**src/rtl/audio_fixed_pkg.sv**
```systemverilog
// rtl/audio_fixed_pkg.sv - shared audio sample types, limits and combiner states
// Q1.15 sample format used across the band processing chain.
package audio_fixed_pkg;

  localparam int NUM_BANDS = 4;

  typedef logic signed [15:0] audio_sample_t;
  typedef audio_sample_t [NUM_BANDS-1:0] audio_band_array_t;

  localparam audio_sample_t SAMPLE_MAX = 16'sh7FFF;
  localparam audio_sample_t SAMPLE_MIN = 16'sh8000;

  typedef enum logic [1:0] {
    IDLE  = 2'd0,
    ACCUM = 2'd1,
    OUT   = 2'd2
  } combiner_state_e;

  // Negation that stays in range: the most negative code maps to full scale.
  function automatic audio_sample_t neg_sat(input audio_sample_t x);
    return (x == SAMPLE_MIN) ? SAMPLE_MAX : -x;
  endfunction

endpackage

```
**src/rtl/band_align_fifo.sv**
```systemverilog
// rtl/band_align_fifo.sv - single-clock alignment FIFO for one audio band
// A push into a full FIFO is only accepted when a pop happens in the same cycle.
module band_align_fifo
  import audio_fixed_pkg::*;
#(
  parameter int DEPTH = 4
) (
  input  logic                     clk,
  input  logic                     rst,
  input  logic                     push,
  input  logic                     pop,
  input  audio_sample_t            din,
  output audio_sample_t            dout,
  output logic [$clog2(DEPTH):0]   count,
  output logic                     full,
  output logic                     empty
);

  localparam int AW = $clog2(DEPTH);

  audio_sample_t  r_mem [DEPTH];
  logic [AW-1:0]  r_wr_ptr;
  logic [AW-1:0]  r_rd_ptr;
  logic [AW:0]    r_count;
  logic           w_do_push;
  logic           w_do_pop;

  assign full      = (r_count == (AW+1)'(DEPTH));
  assign empty     = (r_count == '0);
  assign count     = r_count;
  assign dout      = r_mem[r_rd_ptr];
  assign w_do_pop  = pop & ~empty;
  assign w_do_push = push & (~full | w_do_pop);

  always_ff @(posedge clk) begin
    if (w_do_push) r_mem[r_wr_ptr] <= din;
  end

  always_ff @(posedge clk) begin
    if (rst) begin
      r_wr_ptr <= '0;
      r_rd_ptr <= '0;
      r_count  <= '0;
    end else begin
      if (w_do_push) r_wr_ptr <= r_wr_ptr + AW'(1);
      if (w_do_pop)  r_rd_ptr <= r_rd_ptr + AW'(1);
      case ({w_do_push, w_do_pop})
        2'b10:   r_count <= r_count + (AW+1)'(1);
        2'b01:   r_count <= r_count - (AW+1)'(1);
        default: r_count <= r_count;
      endcase
    end
  end

endmodule

```
**src/rtl/band_combiner.sv**
```systemverilog
// rtl/band_combiner.sv - aligns per-band samples, sums them serially, scales and saturates
// Optional band polarity inversion is enabled by defining BAND_POLARITY_EN.
module band_combiner
  import audio_fixed_pkg::*;
#(
  parameter int FIFO_DEPTH = 4,
  parameter int OUT_SHIFT  = 0
) (
  input  logic                 clk,
  input  logic                 rst,
  input  logic                 en,
  input  audio_band_array_t    band_in,
  input  logic [NUM_BANDS-1:0] band_in_valid,
`ifdef BAND_POLARITY_EN
  input  logic [NUM_BANDS-1:0] band_invert,
`endif
  output audio_sample_t        data_out,
  output logic                 data_out_valid,
  output logic                 clip,
  output logic                 fifo_overflow
);

  localparam int CNT_W = $clog2(FIFO_DEPTH) + 1;
  localparam int IDX_W = (NUM_BANDS > 1) ? $clog2(NUM_BANDS) : 1;
  localparam int ACC_W = 16 + $clog2(NUM_BANDS) + 1;
  localparam logic signed [ACC_W-1:0] ACC_MAX = {{(ACC_W-16){1'b0}}, SAMPLE_MAX};
  localparam logic signed [ACC_W-1:0] ACC_MIN = {{(ACC_W-16){1'b1}}, SAMPLE_MIN};

  combiner_state_e          r_state;
  combiner_state_e          w_state_nxt;
  audio_sample_t            r_snap [NUM_BANDS];
  logic signed [ACC_W-1:0]  r_acc;
  logic [IDX_W-1:0]         r_idx;
  audio_sample_t            r_dout;
  logic                     r_valid;
  logic                     r_clip;
  logic                     r_ovf;

  audio_sample_t            w_head [NUM_BANDS];
  logic [CNT_W-1:0]         w_count [NUM_BANDS];
  logic [NUM_BANDS-1:0]     w_full;
  logic [NUM_BANDS-1:0]     w_empty;
  logic [NUM_BANDS-1:0]     w_push;
  logic [NUM_BANDS-1:0]     w_pop;
  logic [NUM_BANDS-1:0]     w_ready;
  logic                     w_take;
  audio_sample_t            w_sel;
  audio_sample_t            w_term;
  logic signed [ACC_W-1:0]  w_term_ext;
  logic signed [ACC_W-1:0]  w_shifted;
  audio_sample_t            w_clamped;
  logic                     w_clip;

  for (genvar b = 0; b < NUM_BANDS; b++) begin : g_band
    assign w_push[b]  = en & band_in_valid[b];
    assign w_pop[b]   = w_take & ~w_empty[b];
    assign w_ready[b] = (w_count[b] != '0);

    band_align_fifo #(.DEPTH(FIFO_DEPTH)) u_fifo (
      .clk   (clk),
      .rst   (rst),
      .push  (w_push[b]),
      .pop   (w_pop[b]),
      .din   (band_in[b]),
      .dout  (w_head[b]),
      .count (w_count[b]),
      .full  (w_full[b]),
      .empty (w_empty[b])
    );
  end

  always_comb begin
    w_state_nxt = r_state;
    w_take      = 1'b0;
    case (r_state)
      IDLE:    if (en && (&w_ready)) begin
                 w_take      = 1'b1;
                 w_state_nxt = ACCUM;
               end
      ACCUM:   if (en && (r_idx == IDX_W'(NUM_BANDS-1))) w_state_nxt = OUT;
      OUT:     if (en) w_state_nxt = IDLE;
      default: w_state_nxt = IDLE;
    endcase
  end

  always_ff @(posedge clk) begin
    if (rst) r_state <= IDLE;
    else     r_state <= w_state_nxt;
  end

  assign w_sel = r_snap[r_idx];
`ifdef BAND_POLARITY_EN
  logic [NUM_BANDS-1:0] r_inv;
  assign w_term = r_inv[r_idx] ? neg_sat(w_sel) : w_sel;
`else
  assign w_term = w_sel;
`endif
  assign w_term_ext = {{(ACC_W-16){w_term[15]}}, w_term};
  assign w_shifted  = r_acc >>> OUT_SHIFT;

  always_comb begin
    w_clamped = w_shifted[15:0];
    w_clip    = 1'b0;
    if (w_shifted > ACC_MAX) begin
      w_clamped = SAMPLE_MAX;
      w_clip    = 1'b1;
    end else if (w_shifted < ACC_MIN) begin
      w_clamped = SAMPLE_MIN;
      w_clip    = 1'b1;
    end
  end

  always_ff @(posedge clk) begin
    if (rst) begin
      for (int b = 0; b < NUM_BANDS; b++) r_snap[b] <= '0;
`ifdef BAND_POLARITY_EN
      r_inv   <= '0;
`endif
      r_acc   <= '0;
      r_idx   <= '0;
      r_dout  <= '0;
      r_valid <= 1'b0;
      r_clip  <= 1'b0;
      r_ovf   <= 1'b0;
    end else begin
      r_valid <= 1'b0;
      r_clip  <= 1'b0;
      // w_push is already gated by en, so a frozen block never flags overflow
      if (|(w_push & w_full & ~w_pop)) r_ovf <= 1'b1;
      if (w_take) begin
        for (int b = 0; b < NUM_BANDS; b++) r_snap[b] <= w_head[b];
`ifdef BAND_POLARITY_EN
        r_inv <= band_invert;
`endif
        r_acc <= '0;
        r_idx <= '0;
      end
      if (en && r_state == ACCUM) begin
        r_acc <= r_acc + w_term_ext;
        r_idx <= r_idx + IDX_W'(1);
      end
      if (en && r_state == OUT) begin
        r_dout  <= w_clamped;
        r_valid <= 1'b1;
        r_clip  <= w_clip;
      end
    end
  end

  assign data_out       = r_dout;
  assign data_out_valid = r_valid & en;
  assign clip           = r_clip & en;
  assign fifo_overflow  = r_ovf;

endmodule

```
**config.mk**
```make
export PLATFORM = sky130hd
export DESIGN_NAME = band_combiner
export DESIGN_NICKNAME = d
export VERILOG_FILES = /design/src/rtl/audio_fixed_pkg.sv /design/src/rtl/band_align_fifo.sv /design/src/rtl/band_combiner.sv
export SDC_FILE = /design/constraint.sdc
export NUM_CORES = 1
export LEC_CHECK = 0
export BUFFER_PORTS_ARGS = -buffer_cell sky130_fd_sc_hd__buf_2
export CORE_ASPECT_RATIO = 1.2
export CORE_MARGIN = 4
export CORE_UTILIZATION = 61
export CTS_CLUSTER_SIZE = 24
export DETAILED_ROUTE_END_ITERATION = 10
export GPL_TIMING_DRIVEN = 0
export PLACE_DENSITY = 0.8
export RECOVER_POWER = 25
export SYNTH_ARGS = -nofsm -noshare
export SYNTH_HDL_FRONTEND = slang
export SYNTH_SLANG_ARGS = --single-unit
```
**constraint.sdc**
```tcl
create_clock -name clk -period 7.7 [get_ports clk]
set_clock_uncertainty 0.15 [all_clocks]
set_input_delay 1.155 -clock clk [delete_from_list [all_inputs] [get_ports clk]]
set_output_delay 1.155 -clock clk [all_outputs]
set_load 0.02 [all_outputs]
```
[Word-level counts from Yosys, hierarchy flattened]
Memory sizes are Yosys's and may differ from the RTL's. A register that Yosys moved wholly into a read port is not among the register bits.
Cells that the tools add are included.
Storage, ports and cells
  flip-flop bits (word level): 70
  output and inout bits: 19
  ROM bits: 0
  memories kept: 5
  memory bits (writable): 320
  latch bits: 0
  input port bits: 71
  word-level logic and storage cells: 168
Operators by class
  equal/unequal tests: 18
  $add $sub $neg: 18
  bitwise logic cells: 38
  reductions and logical operators: 22
  shift-type cells: 0
  $mul: 0
  $lt $le $gt $ge: 2
  divide/modulo/power cells: 0
  multiplexer cells: 46
Memory list
  g_band[0].u_fifo.r_mem: depth 4, bits a word 16, rd ports 1, clocked after memory_dff 1, write ports 1, line band_align_fifo.sv:21  | audio_sample_t r_mem [DEPTH];
  g_band[1].u_fifo.r_mem: depth 4, bits a word 16, rd ports 1, clocked after memory_dff 1, write ports 1, line band_align_fifo.sv:21
  g_band[2].u_fifo.r_mem: depth 4, bits a word 16, rd ports 1, clocked after memory_dff 1, write ports 1, line band_align_fifo.sv:21
  g_band[3].u_fifo.r_mem: depth 4, bits a word 16, rd ports 1, clocked after memory_dff 1, write ports 1, line band_align_fifo.sv:21
  r_snap: depth 4, bits a word 16, rd ports 1, clocked after memory_dff 1, write ports 4, line band_combiner.sv:31  | audio_sample_t r_snap [NUM_BANDS];
Operator list (count)
  16-bit 2-to-1 mux: 6
  19-bit 2-to-1 mux: 2
  2-bit 2-to-1 mux: 15
  3-bit case mux with 2 select lines: 4
  19-bit by 16-bit adder with 19-bit output: 1
  19-bit by 16-bit > comparator with 1-bit output (second input constant): 1
  19-bit by 16-bit < comparator with 1-bit output (second input constant): 1
  2-bit by 1-bit adder with 2-bit output (second input constant): 9
  1-bit bitwise AND: 18
  1-bit 2-to-1 mux: 18
  3-bit by 1-bit adder with 3-bit output (second input constant): 4
  2-bit equality test (second input constant): 6
  3-bit equality test (second input constant): 4
  3-bit zero test: 4
  3-bit nonzero test: 4
  3-bit by 1-bit subtractor with 3-bit output (second input constant): 4
  2-bit by 1-bit equality test with 1-bit output (second input constant): 5
  2-bit nonzero test: 5
  1-bit inverter: 9
  4-bit bitwise AND: 2
  1-bit bitwise OR: 8
  2-bit inequality test (second input constant): 3
  2-bit case mux with 3 select lines: 1
  1-bit logical AND: 4
  6 further kinds: 6

[Longest topological paths before layout]
Gate-level depths: netlist of run 1.
  word-level depth: 11
  gate-level depth with buffers: 12
  mapped depth without buffers: 11

[Cells and area by module]
From an unflattened synthesis of run 1, not the netlist that was laid out.
Unflattened totals
  cell total of the unflattened synthesis: 1013
  area total of the unflattened synthesis: 16582.2 sq um
By module, submodules not included
  band_align_fifo (g_band[0].u_fifo ...): cells each 138, sequential area each 2102.0 sq um, instances 3, area an instance 2830.2 sq um
  band_combiner: cells each 456, sequential area each 2802.7 sq um, instances 1, area an instance 5246.3 sq um
  band_align_fifo (g_band[1].u_fifo): cells each 143, sequential area each 2102.0 sq um, instances 1, area an instance 2845.2 sq um

[Worst setup path after synthesis of run 1]
No wires, ideal clock.
  kind: input port to flip-flop
  start: in rst
  end: reg r_acc[12]
  buffers on the path: 1
  required time: 7.433 ns
  path slack: 3.913 ns
  setup time: 0.117 ns
  cell stages on the path: 4
  arrival: 3.520 ns
  path through: clkbuf_1 nand2b_1 nor2_2 a22o_1
RTL lines
  start, declared: line band_combiner.sv:10  | input logic rst,
  end signal, assigned: line band_combiner.sv:139  | r_acc <= r_acc + w_term_ext;
  end, declared: line band_combiner.sv:32  | logic signed [ACC_W-1:0] r_acc;

==> impl_metrics.tcl, run 1 <==
set metrics [dict create \
    status "complete, no violations" \
    num-nets-final 1241 \
    antenna_found_initial 0 \
    worst_slack_ns 4.15 \
    critPathMaxStageDelay_ns 0.46 \
    postCtsSetupBuffers 0 \
    syn_area_per_cell_sq_um 16.3 \
    cp-end-kind "flop" \
    synth_area_sq_um 16200 \
    layout_common_cells "320 x edfxtp_1, 80 x clkbuf_1, 80 x mux4_2, 80 x dfxtp_1, 65 x nor2b_1" \
    ys_types 55 \
    clock_latency_ns 0.53 \
    die_w_um 157 \
    routed_wl_um 31200 \
    synth-main-ff-cell "edfxtp_1" \
    drt_pass1_iterations 5 \
    worstPathCellList "clkbuf_1 -> clkbuf_1 -> mux4_2 -> ha_1 -> a21o_1 -> a22o_1 -> or2_0 -> o211ai_2 -> a41oi_1 -> xor2_1 -> a22o_1" \
    synth_edf_count 320 \
    clock_path_buffers 3 \
    yosys_warnings 0 \
    routedWlPerCell_um 20.9 \
    setup_viol 0 \
    vias_per_cell 5.79 \
    fin_crit_sh_pct 46.1 \
    ios 90 \
    drv_slew 0 \
    layout_commonest_cell "edfxtp_1" \
    p_leak_nw 6.14 \
    dr_total_vias 8638 \
    grt_pass1_vias 8942 \
    gr-total-overflow 0 \
    cp_data_arrival_time_ns 3.81 \
    fin_tns_setup_ns 0 \
    drc 0 \
    antenna_left 0 \
    cp-start-kind "flop" \
    port_buffers 88 \
    hpwl_um 21000 \
    cts_resized 0 \
    async_reset_ff_share_pct 0 \
    drive_gt1_share_pct 17.8 \
    finalCriticalPeriod_ns 3.55 \
    max-cap-violations 0 \
    gr-usage-all-layers_pct 21.8 \
    synth_nets 1113 \
    rsz0062_at_grt "no" \
    cts_sinks 400 \
    die_y_um 187 \
    drt_iter0_drc 510 \
    finalWeightedCongestion 0.893 \
    path_max_fanout 10 \
    yosysSeqAreaShare_pct 69.0 \
    worstMarginPinSlew_ns 0.913 \
    irDropWorstVdd_uv 288 \
    fin_util_pct 69.6 \
    row_count 65 \
    synth_seq_cells 400 \
    crit_slowest_cell "clkbuf_1" \
    clk_pin_slew_worst_paths_ns 0.06 \
    syn2layout_area_growth_pct 12.6 \
    initial_utilization_pct 61.8 \
    htreeDepth 2 \
    r2r_setup_slack_ns 4.15 \
    die-area_sq_um 29300 \
    hold_buffers 0 \
    core_area_sq_um 26300 \
    crit_type "flop to flop" \
    cp.required_ns 7.96 \
    min_path_type "flop to flop" \
    antennaDiodeCount 0 \
    grt_pass1_wl_um 49300 \
    grt_max_degree 66 \
    fmax_ghz 0.282 \
    power-per-cell-area_nw_per_um2 238 \
    root_buffer "clkbuf_16" \
    numCtsBuffers 38 \
    hold_slack_ns 0.298 \
    place_ws_ns 4.20 \
    synthCells 999 \
    slew_headroom_pct 39.2 \
    hold_violations 0 \
    cts_tree "yes" \
]
## flip-flops by register name (all words and copies together) (netlist names), named ones only
signal / count
r_snap: 64
r_valid: 1
data_out: 16
fifo_overflow: 1
g_band.u_fifo.r_rd_ptr: 8
g_band.u_fifo.count: 12
g_band.u_fifo.r_mem: 256
r_acc: 19
r_clip: 1
r_state: 2
g_band.u_fifo.r_wr_ptr: 8
r_idx: 2
## where the power goes
group          switching (mW)  total (mW)  internal, mW
logic                  0.0918       0.147        0.0552
clock network           0.769        1.81          1.04
registers              0.0190        2.40          2.38
total                   0.880        4.36          3.48
## per-layer routing
metal	GRT usage, %	part of all wire (%)
met3	3.25	5.6
met2	36.4	51
met5	0	0
met1	30.3	40
met4	6.51	3.0
## per-stage QoR
| step | power, mW | cell area (sq um) | std cells |
|---|---|---|---|
| after detailed placement | 2.60 | 17100 | 1422 |
| final | 4.36 | 18300 | 1492 |
| after floorplan | 2.53 | 16200 | 999 |
| after CTS | 4.38 | 18300 | 1492 |
| after global routing | 4.50 | 18300 | 1492 |
| after global placement | 2.59 | 17100 | 1422 |
## synth_stat cells (2+ instances only)
master | n | area [sq um]
xnor2_1 | 20 | 175
inv_1 | 27 | 101
and2_1 | 21 | 131
o211ai_2 | 3 | 37.5
nand3_1 | 23 | 115
nand2_1 | 48 | 180
a31oi_1 | 5 | 31.3
a31oi_4 | 3 | 63.8
nor3_1 | 7 | 35.0
and3_1 | 3 | 18.8
or3_1 | 4 | 25.0
nor2b_1 | 65 | 407
a21o_1 | 5 | 37.5
nand2b_1 | 3 | 18.8
fa_1 | 5 | 100
ha_1 | 38 | 475
dfxtp_1 | 80 | 1600
o31ai_1 | 2 | 15.0
mux4_2 | 80 | 1800
clkbuf_1 | 23 | 86.3
edfxtp_1 | 320 | 9610
nor2_1 | 54 | 203
buf_4 | 2 | 15.0
o21ai_0 | 25 | 125
nand4_1 | 2 | 12.5
a21oi_1 | 62 | 310
buf_2 | 12 | 60.1
a21oi_2 | 2 | 17.5
a22o_1 | 7 | 61.3
buf_1 | 9 | 33.8
xor2_1 | 15 | 131
## final timing paths
path / cells after the start / to / from
worst max-delay path: 11 / r_acc[15] / flop
worst min-delay path: 2 / data_out[7] / data_out[7]
worst max register to register: 11 / r_acc[15] / flop
worst min register to register: 2 / data_out[7] / data_out[7]
## cell families (layout without fill, tap and decap cells)
logic type	Yosys count	in the layout	synth area share [%]
flip-flops	400	400	69.0
adder cells (fa/ha/maj)	43	43	3.54
buffers and inverters	74	232	1.85
AO/OA/AOI/OAI	128	128	5.06
XOR/XNOR	35	35	1.89
multiplexers	81	81	11.2
AND/OR/NAND/NOR	238	238	7.47
## worst max-delay path, delay by kind of cell (launching register included)
kind / cells / cell delay, ns
and+or+nand+nor: 1 / 0.23
xor gates and xnor gates: 1 / 0.17
buffers and inverters: 2 / 0.82
AOI/OAI and AO/OA: 5 / 0.98
DFF: 1 / 0.32
adders and majority gates: 1 / 0.37
muxes: 1 / 0.39
## layout make-up
| type | count | area [sq um] |
|---|---|---|
| flip-flops and latches | 400 | 11200 |
| fillers | 1677 | 7990 |
| multi-input cells | 525 | 4740 |
| clock buffers | 54 | 1110 |
| well taps | 335 | 419 |
| repair buffers | 88 | 378 |
| plain buffers | 46 | 195 |
| clock inverters | 16 | 128 |
| inverters | 28 | 105 |
Note: power is estimated with default switching activity, not from simulation.
==> run 2: changes to the inputs <==
Settings changed: CORE_UTILIZATION 61 to 55, PLACE_DENSITY 0.8 to 0.76.
Clock period 7.7 ns to 2.9 ns, I/O delays scaled along.
==> impl_metrics.tcl, run 2 (synthesis gave the netlist of run 1 again) <==
set metrics [dict create \
    status "finished, violations left" \
    violations "setup timing" \
    row_count 68 \
    hold_violations 0 \
    drc 0 \
    root_buffer "clkbuf_16" \
    routed_wl_um 33200 \
    worstMarginPinSlew_ns 0.906 \
    n_fill_cell 1961 \
    cp.buffers_inverters 1 \
    rsz0062_at_grt "yes" \
    setup_viol 8 \
    finalWeightedCongestion 0.840 \
    ios 90 \
    gr-usage-all-layers_pct 20.9 \
    worstPathCellList "buf_8 -> mux4_2 -> ha_4 -> fa_2 -> a211oi_4 -> o211ai_2 -> a21boi_2 -> o21bai_1 -> a21oi_1 -> xnor2_1 -> a22o_1" \
    largest_reg_flops 256 \
    largestRegisters "g_band.u_fifo.r_mem (256), r_snap (64), r_acc (19)" \
    core_area_sq_um 28900 \
    cp_data_arrival_time_ns 3.33 \
    dr_total_vias 9090 \
    critPathMaxStageDelay_ns 0.56 \
    numCtsBuffers 39 \
    cp_top_family "compound AO/OA/AOI/OAI gates" \
    antenna_found_initial 0 \
    irDropWorstVdd_uv 587 \
    crit_slowest_cell "mux4_2" \
    antennaDiodeCount 0 \
    drt_iter0_drc 571 \
    die_w_um 165 \
    syn2layout_area_growth_pct 20.2 \
    layout_common_cells "320 x edfxtp_1, 80 x mux4_2, 75 x dfxtp_1" \
    grt_pass1_wl_um 52000 \
    routedWlPerCell_um 20.4 \
    hold_slack_ns 0.260 \
    port_buffers 88 \
    num-nets-final 1329 \
    gr-total-overflow 0 \
    fmax_ghz 0.326 \
    cts_sinks 400 \
    cp-start-kind "flop" \
    top_register "g_band.u_fifo.r_mem" \
    fin_crit_sh_pct 106 \
    hpwl_um 21500 \
    fin_util_pct 67.5 \
    path_max_fanout 7 \
    drt_pass1_iterations 5 \
    cp.required_ns 3.16 \
    htreeDepth 2 \
    clk_pin_slew_worst_paths_ns 0.06 \
    grt_max_degree 66 \
    clock_path_buffers 3 \
    max-cap-violations 0 \
    layout_commonest_cell "edfxtp_1" \
    clock_latency_ns 0.53 \
    dp.cells 1472 \
    place_ws_ns -0.329 \
    initial_utilization_pct 56.1 \
    antenna_left 0 \
    grt_pass1_vias 9461 \
    finalCriticalPeriod_ns 3.07 \
    finalPower_mw 11.6 \
    fin_tns_setup_ns -0.582 \
    cp-end-kind "flop" \
    fin_area_sq_um 19500 \
    die_y_um 196 \
    p_leak_nw 6.56 \
    drive_gt1_share_pct 22.6 \
    min_path_type "input port to flop" \
    worst_slack_ns -0.172 \
    instances_no_fill 1631 \
    power-per-cell-area_nw_per_um2 595 \
    vias_per_cell 5.57 \
    cts_tree "yes" \
    crit_type "flop to flop" \
    drv_slew 0 \
    slew_headroom_pct 39.6 \
    die-area_sq_um 32400 \
    place_area_sq_um 17200 \
]
-- run 2: cell types whose count changed in the layout (fill, tap and decap cells not counted), sizes merged --
cell and change:
inv +2, clkinv +4, clkbuf -7, clkinvlp +1
buf +26, dlygate4sd3 +64, bufinv -1
-- run 2: per-layer routing --
metal | vias to the layer above | wire, um | global-route usage (%)
li1 | 4217 | - | -
met1 | 4585 | 13700 | 28.3
met2 | 219 | 17000 | 34.7
met3 | 69 | 1260 | 2.94
met4 | 0 | 1330 | 8.10
met5 | - | 0 | 0
-- run 2: cell type report --
class,instances,area [sq um],share of cell area (%)
Timing Repair Buffer,176,1220,6.26
Tap cell,385,482,2.47
Buffer,45,228,1.17
Inverter,28,105,0.539
Clock buffer,50,1100,5.63
Multi-Input combinational cell,525,5040,25.8
Sequential cell,400,11200,57.5
Clock inverter,22,123,0.628
-- run 2: repair_timing --
item	in CTS	in global routing
gates cloned	1	0
gates resized for setup	27	34
pin swaps	20	26
endpoints found under the setup margin	25	256
hold buffers	64	0
endpoints found under the hold margin	256	0
buffers inserted	11	12
-- run 2: worst min-delay path: stages --
cell and delay, ns:
buf_2 0.11, nand2_1 0.10, a31oi_4 0.08, xnor2_1 0.13
nor2_1 0.04
-- run 2: worst paths after layout --
kind	startpoint	to	slack, ns	cells after the start
setup / recovery	flop	r_acc[12]	-0.17	11
hold / removal	band_in_valid[2]	g_band[2].u_fifo.r_wr_ptr[0]	0.26	5
setup reg to reg	flop	r_acc[12]	-0.17	11
hold reg to reg	data_out[14]	data_out[14]	0.30	2
-- run 2: report_power, final --
| group | switching [mW] | internal [mW] |
|---|---|---|
| logic | 0.270 | 0.215 |
| clock network | 2.06 | 2.69 |
| registers | 0.0529 | 6.32 |
| total | 2.38 | 9.23 |
